### config.mk
export PLATFORM = sky130hd
export DESIGN_NAME = servo_pwm_generator
export DESIGN_NICKNAME = d
export VERILOG_FILES = /design/src/rtl/servo_pwm_generator.sv
export SDC_FILE = /design/constraint.sdc
export NUM_CORES = 1
export LEC_CHECK = 0
export ABC_AREA = 1
export BUFFER_PORTS_ARGS = -buffer_cell sky130_fd_sc_hd__buf_2
export CAP_MARGIN = 40
export CORE_MARGIN = 5
export CORE_UTILIZATION = 34
export CTS_BUF_LIST = sky130_fd_sc_hd__clkbuf_2 sky130_fd_sc_hd__clkbuf_4 sky130_fd_sc_hd__clkbuf_8
export DETAILED_ROUTE_END_ITERATION = 16
export PLACE_DENSITY = 0.57
export SLEW_MARGIN = 20
export SYNTH_ARGS = -nofsm -noshare
export SYNTH_HDL_FRONTEND = slang
export SYNTH_SLANG_ARGS = --single-unit
### constraint.sdc
create_clock -name PWM_CLOCK -period 2.9 [get_ports PWM_CLOCK]
set_input_delay 0 -clock PWM_CLOCK [delete_from_list [all_inputs] [get_ports PWM_CLOCK]]
set_output_delay 0 -clock PWM_CLOCK [all_outputs]
set_load 0.01 [all_outputs]
### src/rtl/servo_pwm_generator.sv
// Multi-channel servo PWM generator.
// Pulse widths are written through a valid/ready port into per-channel staging
// registers. They are committed to the active widths only at a frame boundary,
// so a pulse already in progress is never cut short or stretched. The frame
// position comes from an external free-running counter that wraps to zero once
// per frame.
//
// Write handshake: a write is accepted on any rising edge where WR_VALID and
// WR_READY are both high. WR_READY is low during reset and on the cycle where a
// frame boundary is detected. The writer must hold WR_CHANNEL and WR_WIDTH
// stable while WR_VALID is high and WR_READY is low.
module servo_pwm_generator #(
  parameter int CHANNELS            = 4,
  parameter int COUNTER_VALUE_WIDTH = 20,
  parameter int MIN_PULSE           = 50000,
  parameter int MAX_PULSE           = 100000,
  parameter int DEFAULT_PULSE       = 75000
) (
  input  logic                           PWM_CLOCK,
  input  logic                           PWM_RESET_N,
  input  logic [COUNTER_VALUE_WIDTH-1:0] COUNTER_VALUE,
  input  logic                           WR_VALID,
  input  logic [3:0]                     WR_CHANNEL,
  input  logic [COUNTER_VALUE_WIDTH-1:0] WR_WIDTH,
  output logic                           WR_READY,
  output logic                           WR_ERROR,
  output logic                           FRAME_STROBE,
  output logic [CHANNELS-1:0]            PWM_OUT
);

  localparam int W = COUNTER_VALUE_WIDTH;
  localparam logic [W-1:0] MIN_W     = W'(MIN_PULSE);
  localparam logic [W-1:0] MAX_W     = W'(MAX_PULSE);
  localparam logic [W-1:0] DEFAULT_W = W'(DEFAULT_PULSE);
  localparam logic [4:0]   CH_LIMIT  = 5'(CHANNELS);

  // WAIT_SYNC keeps the outputs quiet until the first frame boundary so the
  // first pulse is always a whole one; RUN is held until reset.
  typedef enum logic [0:0] {
    WAIT_SYNC = 1'b0,
    RUN       = 1'b1
  } state_t;

  state_t               state;
  state_t               state_next;
  logic [W-1:0]         prev_count;
  logic                 ready_en;
  logic                 boundary;
  logic                 wr_ready;
  logic                 wr_accept;
  logic                 wr_ch_valid;
  logic [W-1:0]         wr_clamped;
  logic [W-1:0]         staging     [CHANNELS];
  logic [W-1:0]         active      [CHANNELS];
  logic [W-1:0]         active_next [CHANNELS];
  logic [CHANNELS-1:0]  pending;
  logic [CHANNELS-1:0]  pwm_next;

  // A boundary is the wrap to zero; a counter parked at zero does not retrigger.
  assign boundary    = (COUNTER_VALUE == '0) && (prev_count != '0);
  assign wr_ready    = ready_en && PWM_RESET_N && !boundary;
  assign wr_accept   = WR_VALID && wr_ready;
  assign wr_ch_valid = ({1'b0, WR_CHANNEL} < CH_LIMIT);
  assign WR_READY    = wr_ready;

  // Clamp the requested width into the servo's legal range.
  always_comb begin
    wr_clamped = WR_WIDTH;
    if (WR_WIDTH < MIN_W) begin
      wr_clamped = MIN_W;
    end else if (WR_WIDTH > MAX_W) begin
      wr_clamped = MAX_W;
    end
  end

  // Next-state logic: leave WAIT_SYNC on the first boundary, then stay in RUN.
  always_comb begin
    state_next = state;
    case (state)
      WAIT_SYNC: if (boundary) state_next = RUN;
      RUN:       state_next = RUN;
      default:   state_next = WAIT_SYNC;
    endcase
  end

  // Widths in force after this cycle's commit, and the PWM level they imply.
  always_comb begin
    for (int i = 0; i < CHANNELS; i++) begin
      active_next[i] = (boundary && pending[i]) ? staging[i] : active[i];
      pwm_next[i]    = (state_next == RUN) && (COUNTER_VALUE < active_next[i]);
    end
  end

  // State register, counter history, handshake enable and output pulses.
  always_ff @(posedge PWM_CLOCK) begin
    if (!PWM_RESET_N) begin
      state        <= WAIT_SYNC;
      prev_count   <= '0;
      ready_en     <= 1'b0;
      WR_ERROR     <= 1'b0;
      FRAME_STROBE <= 1'b0;
      PWM_OUT      <= '0;
    end else begin
      state        <= state_next;
      prev_count   <= COUNTER_VALUE;
      ready_en     <= 1'b1;
      WR_ERROR     <= wr_accept && !wr_ch_valid;
      FRAME_STROBE <= boundary;
      PWM_OUT      <= pwm_next;
    end
  end

  // Per-channel staging/active/pending; writes and commits never coincide
  // because the port is not ready on a boundary cycle.
  always_ff @(posedge PWM_CLOCK) begin
    if (!PWM_RESET_N) begin
      pending <= '0;
      for (int i = 0; i < CHANNELS; i++) begin
        staging[i] <= DEFAULT_W;
        active[i]  <= DEFAULT_W;
      end
    end else begin
      for (int i = 0; i < CHANNELS; i++) begin
        active[i] <= active_next[i];
        if (wr_accept && wr_ch_valid && (WR_CHANNEL == 4'(i))) begin
          staging[i] <= wr_clamped;
          pending[i] <= 1'b1;
        end else if (boundary) begin
          pending[i] <= 1'b0;
        end
      end
    end
  end

endmodule

==> flow_summary.toml, run 1 <==
[routing]
via_count = 6186
drc = 0
drt-initial-drc-count = 455
first_pass_iters = 5
ant_nets = 0
viasPerCell = 4.68
post_drt_wl_per_cell_um = 17.0
routed_wl_um = 22500

[cells_and_area]
area_growth_pct = 19.0
layout_common_cells = "nand2_1, nor2_1, dfxtp_1"
drive_above_1_share_pct = 14.9
nNetsFinal = 1101
fillers = 2452
final_common_cell = "nand2_1"
diodes = 0

[yosys]
synth_area_um2 = 8680
syn_area_per_cell_um2 = 10.2
ys_seq_area_share_pct = 53.5
synth.distinct_cells = 39
synthCells = 853
yosysWarnings = 0
ys_ff_latch = 192

[worst_setup_path]
worstSetupPathType = "in2reg"
r2r_cells = 13
critical_path_required_ps = 3290
critPathLaunchType = "input port"
worst-path-max-fanout = 11
cp-end-kind = "register"
arrival_ps = 3110

[clocking]
cts.sinks = 192
tritoncts = "done"
root_buffer = "clkbuf_8"
clk_latency_ps = 470
cts_buffer_depth = 2
clk_pin_slew_ps = 90
htree_levels = 4
cts_made_buffers = 17

[sta]
setup_tns_ps = 0
tightest_slew_ps = 826
finalSetupViolations = 0
worst_slack_ps = 173
finalHoldWorstSlack_ps = 33.2
period_minus_slack_ps = 2730
drv_slew = 0
clock_skew_ps = 15.7
hold_violations = 0
fin_crit_sh_pct = 94.0
fmax_mhz = 367
max_slew_margin_pct = 44.9

[die]
core_um2 = 25200
ios = 54
die_w_um = 170
start_util_pct = 34.5
fp.dieH_um = 170
core.rowCount = 58
die_area_um2 = 28800

[grt]
antenna_found_initial = 0
grt_pass1_vias = 5890
grt_pass1_wl_um = 34200
grt_max_degree = 63
grt_remaining_overflow = 0
grt_usage_pct = 15.8

[job]
max-cap-violations = 0

[place]
dpl.hpwl_um = 16000
place.gp.congestion = 0.837
port_buffers = 53
place_ws_ps = 272

[power]
p_per_area_nw_per_um2 = 503
p_leak_nw = 4.77
irDropWorstVdd_v = 0.000205
p_total_mw = 5.19

[min_path]
min_path_cells = 4
hold_path.class = "in2reg"

[status]
status = "completed"
[sequential cells by signal, indices dropped and copies added, names as in the netlist]
register	flops
active	80
staging	80
prev_count	20
PWM_OUT	4
pending	4
FRAME_STROBE	1
WR_ERROR	1
ready_en	1
state	1
[layout make-up]
class,instances,area (um^2),area share [%]
repair buffers,118,880,8.52
inverters,60,225,2.18
clock inverters,13,185,1.79
well taps,330,413,4.00
flip-flops and latches,192,4640,45.0
multi-input cells,589,3730,36.1
clock buffers,19,255,2.47
[metal layers]
layer,vias up,GRT usage [%],wire [um]
met2,130,25.1,10400
met3,12,2.63,1120
met5,-,0,0
met1,2908,22.7,10700
met4,0,3.71,222
li1,3136,-,-
[synthesized netlist by cell type, drive strengths merged]
library cell	instances	area (um^2)
nor3	6	41.3
o31ai	1	7.51
nand4	18	113
clkbuf	12	45.0
conb	1	3.75
nand2	172	648
buf	12	144
nor4	2	12.5
edfxtp	80	2400
inv	60	225
o21a	2	15.0
a211oi	1	7.51
o2111ai	2	17.5
and2	2	15.0
nand3	23	148
mux2i	76	761
a31o	2	17.5
or2	3	18.8
dfxtp	112	2240
o21ai	9	45.0
nor3b	1	7.51
a21oi	47	235
ha	76	951
o211ai	2	15.0
o221ai	2	17.5
o2bb2ai	1	15.0
nor2	126	495
nand3b	2	15.0
[where the power goes]
part	total (mW)	internal [mW]	switching (mW)
combinational	0.398	0.145	0.253
sequential	2.87	2.86	0.0159
clock	1.92	0.975	0.943
[cell families (layout without fill, tap and decap cells)]
family	count (synthesis)	after routing	synth area share (%)
AND/OR/NAND/NOR	355	356	17.4
other	1	12	0.0432
buffers and inverters	84	210	4.77
multiplexers	76	76	8.76
adder cells (fa/ha/maj)	76	76	11.0
flip-flops	192	192	53.5
AO/OA/AOI/OAI	69	69	4.53
[stage by stage]
stage / utilization, % / cells / instance area, um^2
after global placement: 37.6 / 1253 / 9470
final: 41.0 / 1321 / 10300
after floorplan: - / 864 / 8720
after CTS: 40.8 / 1320 / 10300
after global routing: 41.0 / 1321 / 10300
after detailed placement: 37.7 / 1254 / 9480
[critical path, cell delays in order]
cell and delay, ps:
dlygate4sd3_1 540, buf_2 190, or2_2 320, nor2_1 120, nand2_1 130, nor2_4 180, nand3_1 110, buf_4 220
mux2i_1 220, ha_1 300, a21oi_1 180, a31o_2 170, o211ai_1 80, a21oi_1 130, nand2_1 60, a21oi_1 150
[path summary, 6_finish.rpt]
path / slack, ps / from / end
worst max-delay path: 170 / COUNTER_VALUE[2] / PWM_OUT[3]
worst min-delay path: 30 / WR_CHANNEL[1] / pending[2]
worst max register to register: 270 / prev_count[19] / PWM_OUT[3]
worst min register to register: 480 / active[2][3] / active[2][3]
[timing repair]
item,4_1_cts,5_1_grt
setup endpoints to repair,0,3
resized for setup,0,12
buffers inserted,0,0
hold endpoints to repair,47,0
hold buffers,34,0
Power figures use the tool's default switching activity.
==> run 2: changes to the inputs <==
- ABC_AREA: 1 -> 0
==> run 2 against run 1 <==
- the run now ends with negative setup slack left
- maximum frequency down 11%
- critical path depth down 2
- core utilization up 7.5 points
- via count up 14%
- clock skew down 2.1 ps
- first-iteration DRC count up 12%
- sequential cell count unchanged
- worst setup slack worse by 350 ps
- area after synthesis up 3.2%
- critical path type is now reg2reg
==> flow_summary.toml, run 2 <==
[yosys]
synth_edf_count = 80
yosysMostFrequentCell = "dfxtp_1"
synthCells = 786
synth.top_cells.by_count = "dfxtp_1, edfxtp_1, nand2_1"
syn_area_per_cell_um2 = 11.4
synth_area_um2 = 8960
yosysWarnings = 0
synth_top_flop_cell = "dfxtp_1"
postSynth.asyncResetShare_pct = 0
synth_area_leader_cell = "edfxtp_1"
ys_ff_latch = 192
yosysTopAreaCellShare_pct = 26.8
synth.distinct_cells = 56
ys_seq_area_share_pct = 51.8
synth_area_leaders = "edfxtp_1, dfxtp_1, ha_1, mux2i_1, nand2_1"

[worst_setup_path]
cp-end-kind = "register"
worstSetupPathType = "reg2reg"
worst-path-max-fanout = 4
critical_path.top_delay_family = "buffers and inverters"
critical_path_required_ps = 3270
arrival_ps = 3440
max_stage_delay_ps = 390
crit_chain = "nor4_4 -> buf_4 -> nand2_4 -> buf_4 -> o2111ai_4 -> buf_12 -> buf_4 -> bufbuf_16 -> mux2i_1 -> ha_2 -> nor2_1 -> o221a_2 -> a211oi_2 -> nor3_2"
slowest_stage = "mux2i_1"
path_common_cell = "buf_4"
critPathLaunchType = "register"
cp_num_buf_inv = 5

[sta]
clock_skew_ps = 13.5
finalSetupViolations = 3
drv_slew = 0
hold_violations = 0
max_slew_margin_pct = 48.1
finalHoldWorstSlack_ps = 2.99
period_minus_slack_ps = 3070
fmax_mhz = 326
rsz0062_at_grt = "yes"
worst_slack_ps = -172
fin_crit_sh_pct = 106
tightest_slew_ps = 775

[status]
status = "finished, violations left"
violations = "negative setup slack"

[place]
port_buffers = 53
place_ws_ps = -468
placed_cells = 1276
place.gp.congestion = 0.849
dpl.hpwl_um = 19100

[routing]
viasPerCell = 5.13
drc = 0
via_count = 7036
post_drt_wl_per_cell_um = 20.5
routed_wl_um = 28100
first_pass_iters = 5
drt-initial-drc-count = 509
ant_nets = 0

[grt]
grt_max_degree = 115
grt_usage_pct = 18.9
grt_pass1_wl_um = 41800
antenna_found_initial = 0
grt_remaining_overflow = 0
grt_pass1_vias = 6872

[die]
die_w_um = 172
die_area_um2 = 29700
start_util_pct = 34.5
fp.dieH_um = 172
core_um2 = 26000
ios = 54
core.rowCount = 59

[cells_and_area]
final_common_cell = "buf_4"
layout_common_cells = "buf_4, dfxtp_1, edfxtp_1"
nNetsFinal = 1146
reg_top3 = "active: 80 flops, staging: 80 flops, prev_count: 20 flops"
drive_above_1_share_pct = 37.0
area_growth_pct = 40.7
diodes = 0
finalNonFillerCells = 1371

[clocking]
root_buffer = "clkbuf_8"
htree_levels = 4
cts.sinks = 192
clk_pin_slew_ps = 110
clk_latency_ps = 480
cts_buffer_depth = 2
tritoncts = "done"
cts_made_buffers = 17

[power]
p_leak_nw = 4.96
p_per_area_nw_per_um2 = 403
irDropWorstVdd_v = 0.000231

[job]
max-cap-violations = 0

[min_path]
hold_path.class = "in2reg"
-- run 2: path summary, 6_finish.rpt --
check                      from            to  slack [ps]  cells after the start
hold / removal      PWM_RESET_N  active[0][6]           3                      3
setup reg to reg  prev_count[2]    PWM_OUT[0]        -170                     14
hold reg to reg    active[3][0]  active[3][0]         470                      2
setup / recovery  prev_count[2]    PWM_OUT[0]        -170                     14
-- run 2: final cells by class --
cell class	instances	area (um^2)
repair buffers	245	2100
clock buffers	17	234
clock inverters	15	125
fillers	2352	13400
well taps	335	419
flip-flops and latches	192	4650
inverters	5	18.8
multi-input cells	562	5050
-- run 2: report_power, final --
part | internal, mW | leakage, nW | switching, mW
clock | 0.615 | 0.171 | 1.04
combinational | 0.230 | 3.10 | 0.297
sequential | 2.86 | 1.68 | 0.0324
-- run 2: routing by layer --
layer | routed length, um | track usage, %
met1 | 13300 | 27.4
met2 | 12400 | 28.6
met3 | 1660 | 3.54
met4 | 743 | 5.88
met5 | 0 | 0
-- run 2: per-stage QoR --
step / TNS [ps] / total power [mW] / util (%) / area [um^2]
finish: -420 / 5.08 / 48.5 / 12600
global route: -945 / 5.27 / 48.5 / 12600
CTS: -225 / 5.05 / 45.6 / 11800
detailed placement: -1380 / 3.38 / 40.9 / 10600
global placement: -1470 / 3.38 / 40.9 / 10600
floorplan: 0 / 3.13 / - / 9000
-- run 2: logic make-up after synthesis --
logic type / share of synthesized area (%)
compound gates: 10.5
other cells: 0.0419
buf+inv: 2.12
fa+ha+maj: 10.6
simple gates: 16.2
mux: 8.60
flops: 51.8
-- run 2: worst min-delay path, cell delays in order --
cell,delay [ps]
buf_4,150
buf_12,210
nand2_1,90
-- run 2: timing repair --
action	4_1_cts	5_1_grt
endpoints found under the hold margin	39	1
setup buffers	16	19
resized for setup	78	93
endpoints found under the setup margin	4	17
cloned	3	2
pin swaps	28	46
hold buffers	24	1
==> run 3: changes to the inputs <==
- PLACE_DENSITY: 0.57 -> 0.58
- SLEW_MARGIN: 20 -> unset
- clock period: 2.9 -> 2.8 ns (I/O delays scaled with it)
==> run 3 against run 2 <==
- first-iteration DRC count fell by 3.7%
- register-to-register slack got worse by 20 ps
- global-route usage barely moved
- sequential share of layout area rose by 1.0 points
- maximum frequency rose by 2.8%
- combinational power rose by 2%
- critical path type unchanged
- critical path depth fell by 1
- core utilization fell by 1.3 points
- clock-buffer cell count rose by 5
- largest cell class unchanged
- the flow still finishes with violations (negative setup slack)
- largest power group unchanged
- design area fell by 2.6%
==> flow_summary.toml, run 3 (synthesis results as in run 2) <==
[sta]
fmax_mhz = 335
finalSetupViolations = 4
worst_slack_ps = -188
tightest_slew_ps = 717
period_minus_slack_ps = 2990
rsz0062_at_grt = "yes"
setup_tns_ps = -544
clock_skew_ps = 11.5
max_slew_margin_pct = 52.2
drv_slew = 0
hold_violations = 0
fin_crit_sh_pct = 107

[routing]
drt-initial-drc-count = 490
ant_nets = 0
drc = 0
first_pass_iters = 5
routed_wl_um = 27500
post_drt_wl_per_cell_um = 20.3
via_count = 6913
viasPerCell = 5.10

[cells_and_area]
final_common_cell = "buf_4"
nNetsFinal = 1130
diodes = 0
reg_top3 = "active: 80 flops, staging: 80 flops, prev_count: 20 flops"
area_growth_pct = 37.0
stdcell_area_um2 = 12300
drive_above_1_share_pct = 34.6
layout_common_cells = "buf_4, dfxtp_1, edfxtp_1"

[worst_setup_path]
worstSetupPathType = "reg2reg"
critical_path_required_ps = 3180
r2r_slack_ps = -190
worst-path-max-fanout = 5
arrival_ps = 3360
cp-end-kind = "register"
critPathLaunchType = "register"

[clocking]
cts.sinks = 192
clk_pin_slew_ps = 100
htree_levels = 4
root_buffer = "clkbuf_8"
clk_latency_ps = 470
cts_buffer_depth = 2
tritoncts = "done"
cts_made_buffers = 17

[die]
die_area_um2 = 29700
fp.dieH_um = 172
start_util_pct = 34.5
core.rowCount = 59
ios = 54
core_um2 = 26000
die_w_um = 172

[place]
port_buffers = 53
place.gp.congestion = 0.831
dpl_cell_area_um2 = 10600
dpl.hpwl_um = 19300

[grt]
grt_max_degree = 116
grt_remaining_overflow = 0
grt_pass1_wl_um = 41600
grt_usage_pct = 18.9
antenna_found_initial = 0
grt_pass1_vias = 6823

[status]
violations = "negative setup slack"
status = "finished, violations left"

[min_path]
hold_path.class = "in2reg"

[power]
p_per_area_nw_per_um2 = 424
irDropWorstVdd_v = 0.000254
p_leak_nw = 4.82

[job]
max-cap-violations = 0
==> run 3: changes by cell type in the layout (fill, tap and decap cells not counted), moves of 4 or more <==
cell and delta:
buf_12 -5, buf_4 -14, dlygate4sd3_1 +4, ha_1 +4, ha_4 -4, mux2i_2 +4
mux2i_4 -7
==> run 3: path summary, 6_finish.rpt <==
path,start,to,cells after the start
worst max-delay path,prev_count[14],PWM_OUT[3],13
worst max register to register,prev_count[14],PWM_OUT[3],13
worst min register to register,active[2][0],active[2][0],2
worst min-delay path,PWM_RESET_N,active[0][7],3
==> run 3: area by class of cell <==
cell class	count	area, um^2
fillers	2361	13700
well taps	335	419
inverters	5	18.8
clock inverters	10	61.3
flip-flops and latches	192	4650
multi-input cells	562	4960
clock buffers	22	290
repair buffers	229	1870
==> run 3: per-stage QoR <==
step / hold slack, ps / utilization [%] / setup slack [ps] / total power, mW / cells
after floorplan: 27.7 / - / 31.8 / 3.24 / 797
after global placement: 344 / 40.8 / -566 / 3.50 / 1272
after detailed placement: 328 / 40.8 / -575 / 3.50 / 1272
after CTS: 12.3 / 45.1 / -210 / 5.20 / 1346
after global routing: 16.8 / 47.2 / -373 / 5.40 / 1355
final: 13.0 / 47.2 / -188 / 5.20 / 1355
==> run 3: timing repair <==
action | CTS | global route
cloned | 1 | 0
setup buffers | 14 | 11
hold buffers | 29 | 0
gates resized for setup | 73 | 88
hold endpoints to repair | 40 | 0
pin swaps | 22 | 31
setup endpoints to repair | 4 | 4
==> run 3: worst max-delay path: stages, from the launching register on <==
cell and delay [ps]:
dfxtp_2 340, nor4_4 310, nand3_2 150, buf_6 150, o2111ai_4 260, buf_12 180, mux2i_2 230, ha_1 200
nand4_1 220, nor4_4 320, buf_4 160, o211ai_1 90, a211oi_2 220, nor3_1 60
==> run 3: routing by layer <==
layer	track usage, %	vias up	share of wire [%]
met5	0	-	0
met3	3.13	21	5.1
met4	3.86	0	1.1
met1	27.6	3348	48
li1	-	3358	-
met2	29.7	186	46
==> run 3: where the power goes <==
group	internal, mW	switching, mW
Clock	0.696	0.972
Combinational	0.231	0.306
Sequential	2.96	0.0329
Total	3.89	1.31
